### src/rtl/sseg_scan_ctrl_pkg.sv
// Shared definitions for the seven-segment scan controller: digit count,
// FSM encoding and the all-off pin patterns.
package sseg_scan_ctrl_pkg;

   localparam int N_DIGITS_DEF = 4;

   typedef enum logic {
      ST_BLANK = 1'b0,
      ST_ON    = 1'b1
   } state_e;

   localparam logic [6:0] SEG_OFF = 7'b1111111;
   localparam logic [3:0] AN_OFF  = 4'b1111;

   function automatic logic [3:0] nib(input logic [15:0] v, input logic [1:0] i);
      return v[i*4 +: 4];
   endfunction

endpackage

### src/rtl/sseg_scan_ctrl_lz_mask.sv
// Leading-zero dark mask: digit k>0 goes dark when it and all nibbles above
// it are zero. Digit 0 always stays lit so a zero value still shows "0".
module lz_mask
   import sseg_scan_ctrl_pkg::*;
(
   input  logic [15:0]             value_i,
   input  logic                    lz_blank_i,
   output logic [N_DIGITS_DEF-1:0] dark_o
);

   logic z3, z2, z1;

   assign z3 = (value_i[15:12] == 4'h0);
   assign z2 = (value_i[11:8]  == 4'h0);
   assign z1 = (value_i[7:4]   == 4'h0);

   always_comb begin
      dark_o    = '0;
      dark_o[3] = lz_blank_i & z3;
      dark_o[2] = lz_blank_i & z3 & z2;
      dark_o[1] = lz_blank_i & z3 & z2 & z1;
   end

endmodule

### src/rtl/sseg_scan_ctrl.sv
// Four-digit common-anode scan controller: BLANK guard then ON dwell per
// digit, with frame-aligned commit of loaded values so a frame never tears.
module sseg_scan_ctrl
   import sseg_scan_ctrl_pkg::*;
#(
   parameter int N_DIGITS  = N_DIGITS_DEF,
   parameter int DWELL_CYC = 50000,
   parameter int BLANK_CYC = 500
) (
   input  logic        clk,
   input  logic        reset,
   input  logic        load,
   input  logic [15:0] value,
   input  logic [3:0]  dp_in,
   input  logic [3:0]  digit_en,
   input  logic        lz_blank,
   output logic        load_ack,
   output logic        busy,
   output logic [3:0]  bin_out,
   input  logic [6:0]  seg_in,
   output logic [6:0]  seg_out,
   output logic        dp_out,
   output logic [3:0]  an,
   output logic        frame_tick
);

   localparam int MAXC = (DWELL_CYC > BLANK_CYC) ? DWELL_CYC : BLANK_CYC;
   localparam int CW   = (MAXC > 1) ? $clog2(MAXC) : 1;

   state_e        state_q, state_d;
   logic [1:0]    idx_q, idx_d;
   logic [CW-1:0] cnt_q, cnt_d;
   logic [15:0]   disp_val_q, disp_val_d;
   logic [3:0]    disp_dp_q, disp_dp_d;
   logic [15:0]   pend_val_q, pend_val_d;
   logic [3:0]    pend_dp_q, pend_dp_d;
   logic          pend_valid_q, pend_valid_d;
   logic          frame_start, commit, dark;
   logic [3:0]    lz_dark;

   lz_mask u_lz_mask (
      .value_i    (disp_val_q),
      .lz_blank_i (lz_blank),
      .dark_o     (lz_dark)
   );

   always_comb begin
      state_d = state_q;
      idx_d   = idx_q;
      cnt_d   = cnt_q + 1'b1;
      case (state_q)
         ST_BLANK: begin
            if (cnt_q == CW'(BLANK_CYC - 1)) begin
               state_d = ST_ON;
               cnt_d   = '0;
            end
         end
         ST_ON: begin
            if (cnt_q == CW'(DWELL_CYC - 1)) begin
               state_d = ST_BLANK;
               cnt_d   = '0;
               idx_d   = (idx_q == 2'(N_DIGITS - 1)) ? 2'd0 : idx_q + 2'd1;
            end
         end
         default: begin
            state_d = ST_BLANK;
            cnt_d   = '0;
         end
      endcase
   end

   // Gated by reset so a reset landing on a frame start never acks a discarded load.
   assign frame_start = (state_q == ST_BLANK) && (idx_q == 2'd0) && (cnt_q == '0) && !reset;
   assign commit      = frame_start && pend_valid_q;

   always_comb begin
      pend_val_d   = load ? value : pend_val_q;
      pend_dp_d    = load ? dp_in : pend_dp_q;
      pend_valid_d = load | (pend_valid_q & ~commit);
      disp_val_d   = commit ? pend_val_q : disp_val_q;
      disp_dp_d    = commit ? pend_dp_q  : disp_dp_q;
   end

   assign dark       = ~digit_en[idx_q] | lz_dark[idx_q];
   assign bin_out    = nib(disp_val_q, idx_q);
   assign frame_tick = frame_start;
   assign load_ack   = commit;
   assign busy       = pend_valid_q;

   always_comb begin
      an      = AN_OFF;
      seg_out = SEG_OFF;
      dp_out  = 1'b1;
      if (state_q == ST_ON && !dark) begin
         an[idx_q] = 1'b0;
         seg_out   = seg_in;
         dp_out    = ~disp_dp_q[idx_q];
      end
   end

   always_ff @(posedge clk) begin
      if (reset) begin
         state_q      <= ST_BLANK;
         idx_q        <= '0;
         cnt_q        <= '0;
         disp_val_q   <= '0;
         disp_dp_q    <= '0;
         pend_val_q   <= '0;
         pend_dp_q    <= '0;
         pend_valid_q <= 1'b0;
      end else begin
         state_q      <= state_d;
         idx_q        <= idx_d;
         cnt_q        <= cnt_d;
         disp_val_q   <= disp_val_d;
         disp_dp_q    <= disp_dp_d;
         pend_val_q   <= pend_val_d;
         pend_dp_q    <= pend_dp_d;
         pend_valid_q <= pend_valid_d;
      end
   end

endmodule

### config.mk
export PLATFORM = sky130hd
export DESIGN_NAME = sseg_scan_ctrl
export DESIGN_NICKNAME = d
export VERILOG_FILES = /design/src/rtl/sseg_scan_ctrl_pkg.sv /design/src/rtl/sseg_scan_ctrl_lz_mask.sv /design/src/rtl/sseg_scan_ctrl.sv
export SDC_FILE = /design/constraint.sdc
export NUM_CORES = 1
export LEC_CHECK = 0
export ABC_AREA = 1
export CAP_MARGIN = 5
export CELL_PAD_IN_SITES_DETAIL_PLACEMENT = 0
export CELL_PAD_IN_SITES_GLOBAL_PLACEMENT = 1
export CORE_ASPECT_RATIO = 1.4
export CORE_MARGIN = 2
export CORE_UTILIZATION = 40
export CTS_CLUSTER_DIAMETER = 30
export DETAILED_ROUTE_END_ITERATION = 12
export PLACE_DENSITY = 0.89
export SLEW_MARGIN = 20
export SYNTH_ARGS = -nofsm -noshare
export SYNTH_HDL_FRONTEND = slang
export SYNTH_HIERARCHICAL = 1
export SYNTH_SLANG_ARGS = --single-unit
### constraint.sdc
create_clock -name clk -period 5.91 [get_ports clk]
set_clock_uncertainty 0.2 [all_clocks]
set_input_delay 0.591 -clock clk [delete_from_list [all_inputs] [get_ports clk]]
set_output_delay 0.591 -clock clk [all_outputs]
set_load 0.005 [all_outputs]
==> results.sh <==
export IMPL_period_needed_ns=3.436
export IMPL_grt_ovfl_total=0
export IMPL_syn_area_per_cell_um2=6.730
export IMPL_drv_cap=0
export IMPL_core_um2=7361
export IMPL_yosys_area_top_type="dfxtp_1"
export IMPL_utilization=0.5110
export IMPL_die_h_um=106.8
export IMPL_total_leakage_power_nw=1.741
export IMPL_portBuffers=53
export IMPL_yosysUniqueCellTypes=30
export IMPL_ir_drop_mv=0.1330
export IMPL_grt_max_degree=44
export IMPL_via_count=2722
export IMPL_cts_hold_buf=0
export IMPL_wire_per_inst_um=11.23
export IMPL_hpwl_um=4926
export IMPL_start_util=0.4105
export IMPL_critPathArrivalTime_ns=2.64
export IMPL_gp_congestion=0.8045
export IMPL_status="finished clean"
export IMPL_num_antenna_cells=0
export IMPL_path_class="in -> out"
export IMPL_max_freq_mhz=291.1
export IMPL_slew_violations=0
export IMPL_cts_max_level=3
export IMPL_slew_headroom=0.5753
export IMPL_fin_crit_sh=0.5813
export IMPL_insertion_delay_ns=0.34
export IMPL_dr_pass1_iters=4
export IMPL_path_clk_slew_ns=0.07
export IMPL_grt_total_usage=0.1722
export IMPL_worst_slew_pin_transition_ns=0.6363
export IMPL_drt_iter0_drc=112
export IMPL_synth_nets=490
export IMPL_netlist_area_um2=3022
export IMPL_cts_num_sinks=60
export IMPL_ctsRootBufferMaster="clkbuf_8"
export IMPL_post_cts_buffers=0
export IMPL_worstPathRequired_ns=5.12
export IMPL_drive_gt1_frac=0.09600
export IMPL_setup_violations=0
export IMPL_hp_class="reg -> reg"
export IMPL_final_common_cell="nor2_1"
export IMPL_antenna_found_initial=0
export IMPL_yosys_warnings=6
export IMPL_finalPower_w=0.0009002
export IMPL_yosysTopAreaCellShare=0.3975
export IMPL_rsz0062_at_grt="no"
export IMPL_area_growth_pct=24.47
export IMPL_hold_viol_final=0
export IMPL_final_cell_mix="nor2_1 (113), nand2_1 (94), dfxtp_1 (60), clkdlybuf4s50_1 (53), inv_1 (49)"
export IMPL_avgViaCountPerCell=4.559
export IMPL_die_area_um2=8275
export IMPL_finalNetCount=536
export IMPL_fillCellCount=736
export IMPL_grt_pass1_vias=2615
export IMPL_routed_wl_um=6702
export IMPL_fin_tns_setup_ns=0
export IMPL_crit_fanout=41
export IMPL_num_io_pins=54
export IMPL_die_w_um=77.46
export IMPL_powerDensity_nw_per_um2=239.4
export IMPL_drc=0
export IMPL_synth_cells=449
export IMPL_ys_seq_elements=60
export IMPL_grt_pass1_wl_um=11340
export IMPL_cts_tree="built"
export IMPL_yosysSeqAreaShare=0.3975
export IMPL_synth_area_top_cells="dfxtp_1 (40%), nor2_1 (14%), nand2_1 (12%)"
export IMPL_ant_nets=0
export IMPL_worstSetupEndpointType="primary output"
export IMPL_cts_made_buffers=9
export IMPL_start_kind="input pin"
export IMPL_clk_path_buf_depth=2
export IMPL_rows=37
export IMPL_cts_resized_gates=0
cell type report:
cell class,instances,area (um^2),area share
timing repair buffer,54,538.0,0.1430
clock inverter,4,48.80,0.01297
multi-input combinational,314,1494,0.3972
clock buffer,12,145.1,0.03859
tap,97,121.4,0.03227
sequential,60,1201,0.3194
inverter,56,212.7,0.05655
report_power, final:
part           switching, W  internal (W)  total (W)
sequential        0.0000121      0.000424   0.000436
combinational     0.0000487     0.0000474  0.0000961
clock              0.000162      0.000206   0.000368
total              0.000223      0.000677   0.000900
cell families (layout without fill, tap and decap cells):
family | after synthesis | count (layout) | share of synthesized area
compound gates | 49 | 49 | 0.08447
xor+xnor | 8 | 8 | 0.02319
fa+ha+maj | 6 | 6 | 0.02484
buf+inv | 75 | 126 | 0.1081
flops | 60 | 60 | 0.3975
other cells | 1 | 1 | 0.001241
simple gates | 250 | 250 | 0.3607
state kept, by name, indices dropped and copies added, names as in the netlist:
signal / cells
cnt_q: 16
disp_val_q: 16
busy: 1
pend_dp_q: 4
state_q: 1
idx_q: 2
disp_dp_q: 4
pend_val_q: 16
synth_stat cells:
library cell / n
nand4_1: 6
nand3_1: 9
xor2_1: 7
buf_2: 4
clkbuf_1: 8
o211a_1: 1
nand4_4: 1
conb_1: 1
dfxtp_1: 60
a21oi_1: 17
nor3_1: 2
nor3_2: 3
o21ai_1: 2
o211ai_1: 1
nand2_2: 2
nand2_1: 94
nor2_2: 13
o21ai_0: 27
buf_4: 2
o21bai_1: 1
nand3_2: 3
nor2_4: 4
buf_6: 4
nor2_1: 113
inv_4: 1
inv_2: 6
ha_1: 6
inv_1: 49
xnor2_1: 1
buf_1: 1
critical path, stage by stage:
cell and delay, ns:
clkdlybuf4s50_1 0.58, nor2_4 0.17, nand2_2 0.07, nor2_4 0.13, nand4_4 0.43, inv_1 0.16, clkdlybuf4s50_1 0.51
routing by layer:
metal / GRT usage / vias up / share of wire
li1: - / 1459 / -
met1: 0.1937 / 1202 / 0.44
met2: 0.3031 / 46 / 0.50
met3: 0.04293 / 15 / 0.031
met4: 0.08036 / 0 / 0.025
met5: 0 / - / 0
per-stage QoR:
stage,instance area [um^2],hold slack [ns],instances,setup slack (ns)
floorplan,3022,0.2391,449,3.549
global placement,3567,0.2541,581,2.454
global route,3761,0.2995,597,2.182
CTS,3761,0.2775,597,2.404
detailed placement,3567,0.2591,581,2.406
finish,3761,0.2729,597,2.474
final timing paths:
check                              from                    endpoint  slack (ns)  depth (start not counted)
setup reg to reg  idx_q[1]$_SDFFE_PP0P_  disp_val_q[6]$_SDFFE_PP0P_        3.65                          9
hold reg to reg     cnt_q[0]$_SDFF_PP0_         cnt_q[0]$_SDFF_PP0_        0.27                          1
setup / recovery                  reset                    load_ack        2.47                          7
hold / removal      cnt_q[0]$_SDFF_PP0_         cnt_q[0]$_SDFF_PP0_        0.27                          1
No activity file was read; power rests on OpenSTA's default activity.
